==> config.mk <==
export PLATFORM = sky130hd
export DESIGN_NAME = counter_sequencer_flat
export DESIGN_NICKNAME = d
export VERILOG_FILES = /design/src/rtl/counter_sequencer_if.sv /design/src/rtl/counter_sequencer.sv /design/src/flat_wrapper.sv
export SDC_FILE = /design/constraint.sdc
export NUM_CORES = 1
export LEC_CHECK = 0
export BUFFER_PORTS_ARGS = -buffer_cell sky130_fd_sc_hd__buf_2
export CAP_MARGIN = 20
export CORE_MARGIN = 5
export CORE_UTILIZATION = 45
export CTS_CLUSTER_SIZE = 14
export DETAILED_ROUTE_END_ITERATION = 10
export GPL_ROUTABILITY_DRIVEN = 0
export HOLD_SLACK_MARGIN = 0.03
export PLACE_DENSITY_LB_ADDON = 0.12
export SLEW_MARGIN = 25
export SYNTH_ARGS = -nofsm -noshare
export SYNTH_HDL_FRONTEND = slang
export SYNTH_SLANG_ARGS = --single-unit
export TNS_END_PERCENT = 1
==> constraint.sdc <==
create_clock -name clk -period 1.6 [get_ports clk]
set_input_delay 0.08 -clock clk [delete_from_list [all_inputs] [get_ports clk]]
set_output_delay 0.08 -clock clk [all_outputs]
set_load 0.02 [all_outputs]
==> src/rtl/counter_sequencer_if.sv <==
// Host <-> counter sequencer bus: run configuration and control in, count and status out.
// Optional prescale field present only when COUNTER_SEQ_PRESCALE_EN is defined.
interface counter_sequencer_if #(
   parameter int WIDTH      = 4,
   parameter int PRESCALE_W = 8
);
   logic             start;
   logic             stop;
   logic             pause;
   logic             up_down;
   logic             auto_reload;
   logic [WIDTH-1:0] load_val;
   logic [WIDTH-1:0] limit;
`ifdef COUNTER_SEQ_PRESCALE_EN
   logic [PRESCALE_W-1:0] prescale;
`endif
   logic [WIDTH-1:0] count;
   logic             busy;
   logic             paused;
   logic             tc;
   logic             done;

`ifdef COUNTER_SEQ_PRESCALE_EN
   modport master (
      output start, stop, pause, up_down, auto_reload, load_val, limit, prescale,
      input  count, busy, paused, tc, done
   );
   modport slave (
      input  start, stop, pause, up_down, auto_reload, load_val, limit, prescale,
      output count, busy, paused, tc, done
   );
`else
   modport master (
      output start, stop, pause, up_down, auto_reload, load_val, limit,
      input  count, busy, paused, tc, done
   );
   modport slave (
      input  start, stop, pause, up_down, auto_reload, load_val, limit,
      output count, busy, paused, tc, done
   );
`endif
endinterface

==> src/rtl/counter_sequencer.sv <==
// Control FSM and count register for a WIDTH-bit up/down counter.
// Latches a run configuration at start, steps once per action cycle, flags terminal
// count, supports pause/abort and optional auto-reload, pulses done on completion.
// Optional: COUNTER_SEQ_PRESCALE_EN adds a prescaler that gates the step action.
module counter_sequencer #(
   parameter int WIDTH      = 4,
   parameter int PRESCALE_W = 8
) (
   input  logic                clk,
   input  logic                reset,
   counter_sequencer_if.slave  bus
);

   typedef enum logic [1:0] {
      S_IDLE = 2'd0,
      S_RUN  = 2'd1,
      S_HOLD = 2'd2,
      S_DONE = 2'd3
   } state_t;

   localparam logic [WIDTH-1:0] ONE = WIDTH'(1);

   state_t           r_state;
   state_t           w_state_nxt;
   logic [WIDTH-1:0] r_count;
   logic [WIDTH-1:0] w_count_nxt;
   logic [WIDTH-1:0] r_load;
   logic [WIDTH-1:0] r_limit;
   logic             r_up;
   logic             r_reload;
   logic             w_latch;
   logic             w_at_limit;
   logic             w_tick;

`ifdef COUNTER_SEQ_PRESCALE_EN
   logic [PRESCALE_W-1:0] r_pre;
   logic [PRESCALE_W-1:0] r_pre_lim;

   assign w_tick = (r_pre == r_pre_lim);

   // Prescaler: cleared at start, advances only on RUN cycles that are not aborted or paused.
   always_ff @(posedge clk or posedge reset) begin
      if (reset) begin
         r_pre     <= '0;
         r_pre_lim <= '0;
      end else if (w_latch) begin
         r_pre     <= '0;
         r_pre_lim <= bus.prescale;
      end else if ((r_state == S_RUN) && !bus.stop && !bus.pause) begin
         r_pre <= w_tick ? '0 : r_pre + PRESCALE_W'(1);
      end
   end
`else
   assign w_tick = 1'b1;
`endif

   assign w_at_limit = (r_count == r_limit);

   // Outputs decoded from registered state and count only.
   assign bus.count  = r_count;
   assign bus.busy   = (r_state == S_RUN) || (r_state == S_HOLD);
   assign bus.paused = (r_state == S_HOLD);
   assign bus.tc     = (r_state == S_RUN) && w_at_limit;
   assign bus.done   = (r_state == S_DONE);

   // State and count registers.
   always_ff @(posedge clk or posedge reset) begin
      if (reset) begin
         r_state <= S_IDLE;
         r_count <= '0;
      end else begin
         r_state <= w_state_nxt;
         r_count <= w_count_nxt;
      end
   end

   // Run configuration captured on the accepted start edge.
   always_ff @(posedge clk or posedge reset) begin
      if (reset) begin
         r_load   <= '0;
         r_limit  <= '0;
         r_up     <= 1'b0;
         r_reload <= 1'b0;
      end else if (w_latch) begin
         r_load   <= bus.load_val;
         r_limit  <= bus.limit;
         r_up     <= bus.up_down;
         r_reload <= bus.auto_reload;
      end
   end

   // Next state and count: stop > pause > terminal > step while running.
   always_comb begin
      w_state_nxt = r_state;
      w_count_nxt = r_count;
      w_latch     = 1'b0;
      case (r_state)
         S_IDLE: begin
            if (bus.start && !bus.stop) begin
               w_latch     = 1'b1;
               w_count_nxt = bus.load_val;
               w_state_nxt = S_RUN;
            end
         end
         S_RUN: begin
            if (bus.stop) begin
               w_state_nxt = S_IDLE;
            end else if (bus.pause) begin
               w_state_nxt = S_HOLD;
            end else if (w_tick) begin
               if (w_at_limit) begin
                  if (r_reload) begin
                     w_count_nxt = r_load;
                  end else begin
                     w_state_nxt = S_DONE;
                  end
               end else begin
                  w_count_nxt = r_up ? (r_count + ONE) : (r_count - ONE);
               end
            end
         end
         S_HOLD: begin
            if (bus.stop) begin
               w_state_nxt = S_IDLE;
            end else if (!bus.pause) begin
               w_state_nxt = S_RUN;
            end
         end
         S_DONE: begin
            w_state_nxt = S_IDLE;
         end
         default: begin
            w_state_nxt = S_IDLE;
         end
      endcase
   end

endmodule

==> src/flat_wrapper.sv <==
// flat-port wrapper written by rule: the top's interface ports become plain ports
module counter_sequencer_flat 
#(
   parameter int WIDTH      = 4,
   parameter int PRESCALE_W = 8
)
  (clk, reset, bus_start, bus_stop, bus_pause, bus_up_down, bus_auto_reload, bus_load_val, bus_limit, bus_count, bus_busy, bus_paused, bus_tc, bus_done);
  counter_sequencer_if #(.WIDTH(WIDTH), .PRESCALE_W(PRESCALE_W)) bus_i ();
  input  logic clk;
  input  logic reset;
  input wire logic [$bits(bus_i.start)-1:0] bus_start;
  input wire logic [$bits(bus_i.stop)-1:0] bus_stop;
  input wire logic [$bits(bus_i.pause)-1:0] bus_pause;
  input wire logic [$bits(bus_i.up_down)-1:0] bus_up_down;
  input wire logic [$bits(bus_i.auto_reload)-1:0] bus_auto_reload;
  input wire logic [$bits(bus_i.load_val)-1:0] bus_load_val;
  input wire logic [$bits(bus_i.limit)-1:0] bus_limit;
  output wire logic [$bits(bus_i.count)-1:0] bus_count;
  output wire logic [$bits(bus_i.busy)-1:0] bus_busy;
  output wire logic [$bits(bus_i.paused)-1:0] bus_paused;
  output wire logic [$bits(bus_i.tc)-1:0] bus_tc;
  output wire logic [$bits(bus_i.done)-1:0] bus_done;
  assign bus_i.start = bus_start;
  assign bus_i.stop = bus_stop;
  assign bus_i.pause = bus_pause;
  assign bus_i.up_down = bus_up_down;
  assign bus_i.auto_reload = bus_auto_reload;
  assign bus_i.load_val = bus_load_val;
  assign bus_i.limit = bus_limit;
  assign bus_count = bus_i.count;
  assign bus_busy = bus_i.busy;
  assign bus_paused = bus_i.paused;
  assign bus_tc = bus_i.tc;
  assign bus_done = bus_i.done;
  counter_sequencer #(.WIDTH(WIDTH), .PRESCALE_W(PRESCALE_W)) u_core (.clk(clk), .reset(reset), .bus(bus_i));
endmodule
== Word-level counts from Yosys, hierarchy flattened ==
Index checks and enable logic that the tools add are counted.
Storage, ports and cells
  flip-flop bits (word level): 16
  bits of input ports: 15
  output and inout port bits: 8
  logic and storage cells: 44
Cells by class
  add/subtract/negate cells: 2
  equal/unequal tests: 11
  mux-type cells: 17
  reduce and logical (&&, ||, !) cells: 8
Operator list (number)
  2-to-1 mux 4 bit: 6
  2-to-1 mux 2 bit: 7
  one-hot mux 2 bit (4 select lines): 1
  one-hot mux 4 bit (2 select lines): 1
  AND reduction 5 bit: 1
  adder 4 x 1 -> 4 bit, second input constant: 1
  equality test 2 bit, second input constant: 2
  equality test 4 bit: 1
  inequality test 2 bit, second input constant: 2
  inequality test 4 x 3 -> 1 bit, second input constant: 1
  inequality test 4 bit, second input constant: 1
  AND reduction 4 bit: 1
  subtractor 4 x 1 -> 4 bit, second input constant: 1
  inequality test 3 x 2 -> 1 bit, second input constant: 1
  inequality test 3 bit, second input constant: 1
  equality test 2 x 1 -> 1 bit, second input constant: 1
  logical AND 1 bit: 2
  zero test 2 bit: 1
  2-to-1 mux 1 bit: 2
  inequality test 2 x 1 -> 1 bit, second input constant: 1
  nonzero test 2 bit: 1
  zero test 1 bit: 1
  logical OR 1 bit: 1

== Depth between registers and ports, before layout ==
Gate-level depths: netlist (run 1).
  word-level depth: 6
  mapped depth: 7
  depth with buffers taken out: 7

== Worst setup path before layout (run 1) ==
OpenSTA, ideal clock, no wires.
  kind: reg2reg
  start point: register u_core.r_count[1] (netlist: u_core.bus.count[1])
  end point: register u_core.r_count[3] (netlist: u_core.bus.count[3])
  setup time: 82 ps
  arrival time: 1706 ps
  data required time: 1518 ps
  path slack: -188 ps
  cell stages (with the launch flop): 7
  buffers on the path: 0
  period minus slack after synthesis: 1788 ps
  path through: dfrtp_1 > ha_1 > a21o_2 > a21oi_1 > xnor2_1 > o41a_1 > o22ai_1
On the way
  longest elaborated chain between the ends: 6
Ends and longest elaborated chain
  from (decl): line counter_sequencer.sv:25  | logic [WIDTH-1:0] r_count;
  from (signal assigned): line counter_sequencer.sv:73  | r_count <= w_count_nxt;
  subtractor 4 x 1 -> 4 bit or adder 4 x 1 -> 4 bit (tied branches): line counter_sequencer.sv:118  | w_count_nxt = r_up ? (r_count + ONE) : (r_count - ONE);
  2-to-1 mux 4 bit: line counter_sequencer.sv:118
  2-to-1 mux 4 bit: line counter_sequencer.sv:111  | if (w_at_limit) begin
  2-to-1 mux 4 bit: line counter_sequencer.sv:108  | end else if (bus.pause) begin
  2-to-1 mux 4 bit: line counter_sequencer.sv:106  | if (bus.stop) begin
  one-hot mux 4 bit (2 select lines): line counter_sequencer.sv:97  | case (r_state)
Parallel ways exist; a longest one is shown, timed or not. The select of a mux whose other input is x is not followed.
A chain may end at the register's enable or synchronous reset.

== Worst setup path in the final report (run 1) ==
  start point: register u_core.r_up
  end point: register u_core.r_count[3] (netlist: u_core.bus.count[3])
On the way
  longest elaborated chain between the ends: 5
Ends and longest elaborated chain
  from (decl): line counter_sequencer.sv:29  | logic r_up;
  from (signal assigned): line counter_sequencer.sv:87  | r_up <= bus.up_down;
  2-to-1 mux 4 bit: line counter_sequencer.sv:118
  2-to-1 mux 4 bit: line counter_sequencer.sv:111
  2-to-1 mux 4 bit: line counter_sequencer.sv:108
  2-to-1 mux 4 bit: line counter_sequencer.sv:106
  one-hot mux 4 bit (2 select lines): line counter_sequencer.sv:97
Every way passes these cells. The select of a mux whose other input is x is not followed.

==> impl_metrics.tcl, run 1 <==
set metrics [dict create \
    violations "setup timing" \
    die_w_um 56.7 \
    ys_seq_elements 16 \
    syn-num-nets 109 \
    grt_overflow_total 0 \
    io_buffers 22 \
    clk_latency_ps 290 \
    yosysMostFrequentCell "dfrtp_1" \
    yosysWarnings 0 \
    yosysUniqueCellTypes 30 \
    num_rows 17 \
    fmax_ghz 0.572 \
    nNetsFinal 160 \
    ys_async_sr_fraction 1.00 \
    cts_buffer_depth 2 \
    synth.top_cells.by_area "dfrtp_1 (41%), mux2_2 (13%), ha_1 (7.7%)" \
    status "finished, violations left" \
    wl_per_cell_um 13.5 \
    period_share 1.09 \
    ir_drop_mv 1.05 \
    post-route-drc-count 0 \
    slew_viol_final 0 \
    initial_utilization 0.457 \
    grt_max_degree 17 \
    routed_wl_um 2230 \
    areaGrowthSynthToFinish_pct 49.6 \
    worst_slack_ps -147 \
    core_um2 2150 \
    whs_ps 43.4 \
    synth_top_area_cell "dfrtp_1" \
    hold_class "in -> reg" \
    min_period_ps 1750 \
    crit_arrival_ps 1960 \
    clock_sinks 16 \
    multi_input_area_um2 637 \
    tightest_slew_ps 621 \
    worst-path-max-fanout 3 \
    p_sw_w 0.00125 \
    comb_power_share 0.641 \
    p_leak_nw 0.691 \
    io_pins 23 \
    max_cap_viol_count 0 \
    register_area_um2 403 \
    dieArea_um2 3210 \
    antenna_cells 0 \
    cp-start-kind "register" \
    numCtsBuffers 3 \
    antenna_found_initial 0 \
    synthTopCellsByCount "dfrtp_1 (16), mux2_2 (11), inv_1 (8), a21oi_1 (6), ha_1 (6)" \
    synth-edff-count 0 \
    fin_worst_skew_ps 2.29 \
    dr.pass1.iters 4 \
    cts_tree "done" \
    slew_headroom 0.586 \
    synthFlopType "dfrtp_1" \
    drtIter0Drc 7 \
    hold_viol 0 \
    die_height_um 56.7 \
    worst-setup-path-type "reg -> reg" \
    yosysTopAreaCellShare 0.408 \
    drive_above_1_share 0.526 \
    worstPathRequired_ps 1810 \
    endpoint_kind "register" \
    syn-mean-instance-area_um2 11.3 \
    setup_viol_count_final 5 \
    track_usage 0.151 \
    power.total_w 0.00306 \
    num_vias 815 \
    synth_area_um2 981 \
    switching_share 0.409 \
    yosysSeqAreaShare 0.408 \
    synthCells 87 \
    clockPowerShare 0.088 \
    htree_levels 1 \
    fillCellCount 183 \
    grt_pass1_wl_um 3750 \
    grt_pass1_vias 851 \
    place_hpwl_um 1680 \
    seq_power_share 0.271 \
    p_per_area_nw_per_um2 2090 \
    cts_root_buf "clkbuf_4" \
    rsz0062_at_grt "yes" \
    p_int_w 0.00181 \
    drtAntennaViolNets 0 \
    clk_pin_slew_ps 100 \
    viasPerCell 4.94 \
]
final timing paths:
path / slack [ps] / end / cells past startpoint / from
max: -150 / u_core.bus.count[3]$_DFFE_PP0P_ / 7 / u_core.r_up$_DFFE_PP0P_
min: 40 / u_core.r_load[3]$_DFFE_PP0P_ / 2 / bus_load_val[3]
max reg2reg: -150 / u_core.bus.count[3]$_DFFE_PP0P_ / 7 / u_core.r_up$_DFFE_PP0P_
min reg2reg: 520 / u_core.r_load[0]$_DFFE_PP0P_ / 1 / u_core.r_load[0]$_DFFE_PP0P_
max in group asynchronous: 770 / u_core.bus.count[0]$_DFFE_PP0P_ / 3 / reset
min in group asynchronous: 400 / u_core.r_up$_DFFE_PP0P_ / 3 / reset
power groups by stage:
stage | combinational (W) | clock (W) | sequential [W]
after floorplan | 0.00112 | 0 | 0.000843
after detailed placement | 0.00170 | 0 | 0.000817
final | 0.00196 | 0.000271 | 0.000830
after global routing | 0.00215 | 0.000308 | 0.000859
after global placement | 0.00165 | 0 | 0.000800
after CTS | 0.00189 | 0.000282 | 0.000816
critical path: stages, from the launching register on:
cell and delay (ps):
dfrtp_1 410, inv_2 100, ha_4 210, a21o_4 220
a21oi_4 160, xnor2_2 90, o41a_1 320, o22ai_2 150
layout by cell type, fill, tap and decap left out, types with 2 or more instances in the layout:
master and count:
a21oi_1 5, dfrtp_2 2, o21ai_1 2, buf_2 22, inv_1 7, nand2_1 2
mux2_2 11, dlygate4sd3_1 10, mux2i_1 4, a211oi_1 2, xnor2_2 4, clkbuf_4 3
dfrtp_1 14, a31oi_1 2, ha_1 3, ha_4 2, nor2_1 5, buf_4 14
stage by stage:
step                instances   util  TNS (ps)  area (µm²)  setup slack, ps
finish                    165  0.683      -374        1470             -147
global route              165  0.683      -869        1470             -222
CTS                       164  0.663      -528        1420             -160
detailed placement        150  0.584      -426        1250             -155
global placement          150  0.584      -245        1250            -94.6
floorplan                  87      -      -125        1010            -42.6
layer usage:
metal  routed length, µm  share of wire  track usage
met5                   0              0            0
met4                  70          0.031       0.0814
met3                 123          0.055       0.0391
met2                1120           0.50        0.251
met1                 913           0.41        0.176
layout make-up:
class / count / area share
multi-input combinational: 62 / 0.434
sequential: 16 / 0.275
timing repair buffer: 47 / 0.223
clock buffer: 4 / 0.0247
tap: 28 / 0.0239
inverter: 8 / 0.0205
repair_timing:
action / CTS / global route
setup buffers: 1 / 0
hold buffers: 9 / 1
setup endpoints to repair: 7 / 14
pin swaps: 4 / 5
gates resized for setup: 6 / 8
endpoints found under the hold margin: 24 / 1
sequential cells by signal, summed over array words and instances, names as in the netlist:
register          count
u_core.r_state        2
u_core.r_limit        4
u_core.r_up           1
u_core.r_load         4
u_core.bus.count      4
u_core.r_reload       1
cells by family after synthesis:
kind of cell | Yosys count | share of synthesized area
AOI/OAI and AO/OA | 21 | 0.159
DFF | 16 | 0.408
muxes | 15 | 0.167
and+or+nand+nor | 13 | 0.0727
buffers and inverters | 9 | 0.0344
adders and majority gates | 7 | 0.0969
xor gates and xnor gates | 6 | 0.0612
(Power assumes the default switching activity.)
==> inputs of run 2 (changes only) <==
CTS_BUF_LIST = sky130_fd_sc_hd__clkbuf_4 sky130_fd_sc_hd__clkbuf_8   (was unset)
MAX_ROUTING_LAYER = met4   (was unset)
clock period = 1.8 ns   (was 1.6 ns; I/O delays follow)
==> impl_metrics.tcl, run 2 (synthesis results as in run 1) <==
set metrics [dict create \
    cp_slowest_cell "dfrtp_2" \
    post-route-drc-count 0 \
    viasPerCell 5.06 \
    hold_class "in -> reg" \
    path_cells "buf_4 > fa_2 > xor2_1 > mux2_2 > mux2i_1 > o21ai_1" \
    drtIter0Drc 8 \
    clock_sinks 16 \
    numCtsBuffers 3 \
    initial_utilization 0.457 \
    fin_worst_skew_ps 1.35 \
    setup_viol_count_final 0 \
    layout_common_cells "buf_2 (22), dfrtp_1 (14), mux2_2 (11)" \
    reg2reg_slack_ps 90 \
    place_hpwl_um 1490 \
    grt_overflow_total 0 \
    p_leak_nw 0.629 \
    cts_tree "done" \
    worstPathRequired_ps 1980 \
    tightest_slew_ps 628 \
    core_um2 2150 \
    dieArea_um2 3210 \
    worst_slack_ps 87.3 \
    ir_drop_mv 1.03 \
    grt_max_degree 17 \
    antenna_cells 0 \
    num_vias 784 \
    crit_arrival_ps 1890 \
    clk_latency_ps 280 \
    status "complete, no violations" \
    cts_buffer_depth 2 \
    hold_depth 2 \
    hold_viol 0 \
    cts_root_buf "clkbuf_4" \
    die_w_um 56.7 \
    p_per_area_nw_per_um2 1830 \
    slew_viol_final 0 \
    grt_pass1_vias 833 \
    utilization 0.622 \
    final_common_cell "buf_2" \
    areaGrowthSynthToFinish_pct 36.2 \
    antenna_found_initial 0 \
    drtAntennaViolNets 0 \
    period_share 0.952 \
    clk_pin_slew_ps 90 \
    slew_headroom 0.581 \
    fmax_ghz 0.584 \
    max_cap_viol_count 0 \
    wl_per_cell_um 13.1 \
    grt_pass1_wl_um 3590 \
    min_period_ps 1710 \
    worstReg2RegStart "u_core.bus.count[1]$_DFFE_PP0P_" \
    rsz0062_at_grt "yes" \
    drive_above_1_share 0.496 \
    reg2reg_depth 6 \
    endpoint_kind "register" \
    die_height_um 56.7 \
    nNetsFinal 151 \
    worst-setup-path-type "reg -> reg" \
    worstHoldStart "bus_auto_reload" \
    htree_levels 1 \
    r2r_end "u_core.bus.count[2]$_DFFE_PP0P_" \
    dr.pass1.iters 4 \
    routed_wl_um 2020 \
    holdPathEnd "u_core.r_reload$_DFFE_PP0P_" \
    worst-path-max-fanout 5 \
    io_pins 23 \
    io_buffers 22 \
    track_usage 0.146 \
    dp_slack_ps 15.8 \
    max_stage_delay_ps 470 \
    cp-start-kind "register" \
    num_rows 17 \
]
==> run 2: worst max-delay path, delay by kind of cell, from the launching register on <==
| kind | cells | cell delay, ps |
|---|---|---|
| fa+ha+maj | 1 | 350 |
| flops | 1 | 470 |
| xor+xnor | 1 | 160 |
| buf+inv | 1 | 160 |
| compound gates | 1 | 80 |
| mux | 2 | 410 |
==> run 2: routing by layer <==
metal	vias up	global-route usage	part of all wire
met5	-	-	0
met4	0	0.0508	0.018
met3	5	0.0368	0.052
met2	21	0.238	0.47
met1	367	0.173	0.46
li1	391	-	-
==> run 2: final cells by class <==
class | instances | area (µm²)
Fill cell | 198 | 812
Inverter | 8 | 30.0
Clock buffer | 3 | 22.5
Multi-Input combinational cell | 62 | 601
Timing Repair Buffer | 38 | 245
Tap cell | 28 | 35.0
Sequential cell | 16 | 403
==> run 2: worst max-delay path by stage <==
stage / startpoint / endpoint / slack (ps) / cells after the start
2_1_floorplan: u_core.bus.count[1]$_DFFE_PP0P_ / u_core.bus.count[3]$_DFFE_PP0P_ / 10 / 6
3_3_place_gp: u_core.bus.count[1]$_DFFE_PP0P_ / u_core.bus.count[3]$_DFFE_PP0P_ / 80 / 6
3_5_place_dp: u_core.bus.count[1]$_DFFE_PP0P_ / u_core.bus.count[3]$_DFFE_PP0P_ / 20 / 6
4_1_cts: u_core.bus.count[1]$_DFFE_PP0P_ / u_core.bus.count[3]$_DFFE_PP0P_ / 2 / 6
5_1_grt: u_core.bus.count[3]$_DFFE_PP0P_ / bus_tc / -20 / 5
6_report: u_core.bus.count[1]$_DFFE_PP0P_ / u_core.bus.count[2]$_DFFE_PP0P_ / 90 / 6
==> run 2: metrics by stage <==
stage | cells | hold WS, ps | TNS (ps) | instance area (µm²) | total power, W
final | 155 | 33.5 | 0 | 1340 | 0.00244
after global routing | 155 | 24.3 | -25.9 | 1340 | 0.00266
after CTS | 151 | 35.7 | 0 | 1250 | 0.00224
after detailed placement | 143 | 205 | 0 | 1170 | 0.00204
after global placement | 143 | 195 | 0 | 1170 | 0.00201
after floorplan | 87 | 3.74 | 0 | 981 | 0.00168
==> run 2: report_power, final <==
group | total, W | leakage, nW | internal [W] | switching, W
Clock | 0.000186 | 0.0138 | 0.0000777 | 0.000108
Sequential | 0.000721 | 0.191 | 0.000544 | 0.000177
Combinational | 0.00153 | 0.425 | 0.000784 | 0.000751
Total | 0.00244 | 0.629 | 0.00141 | 0.00104
==> run 2: timing repair <==
item                       CTS  global route
pin swaps                    0             2
gates resized for setup      1            12
setup buffers                0             3
hold buffers                 5             1
hold endpoints to repair    20             1
setup endpoints to repair    1             5
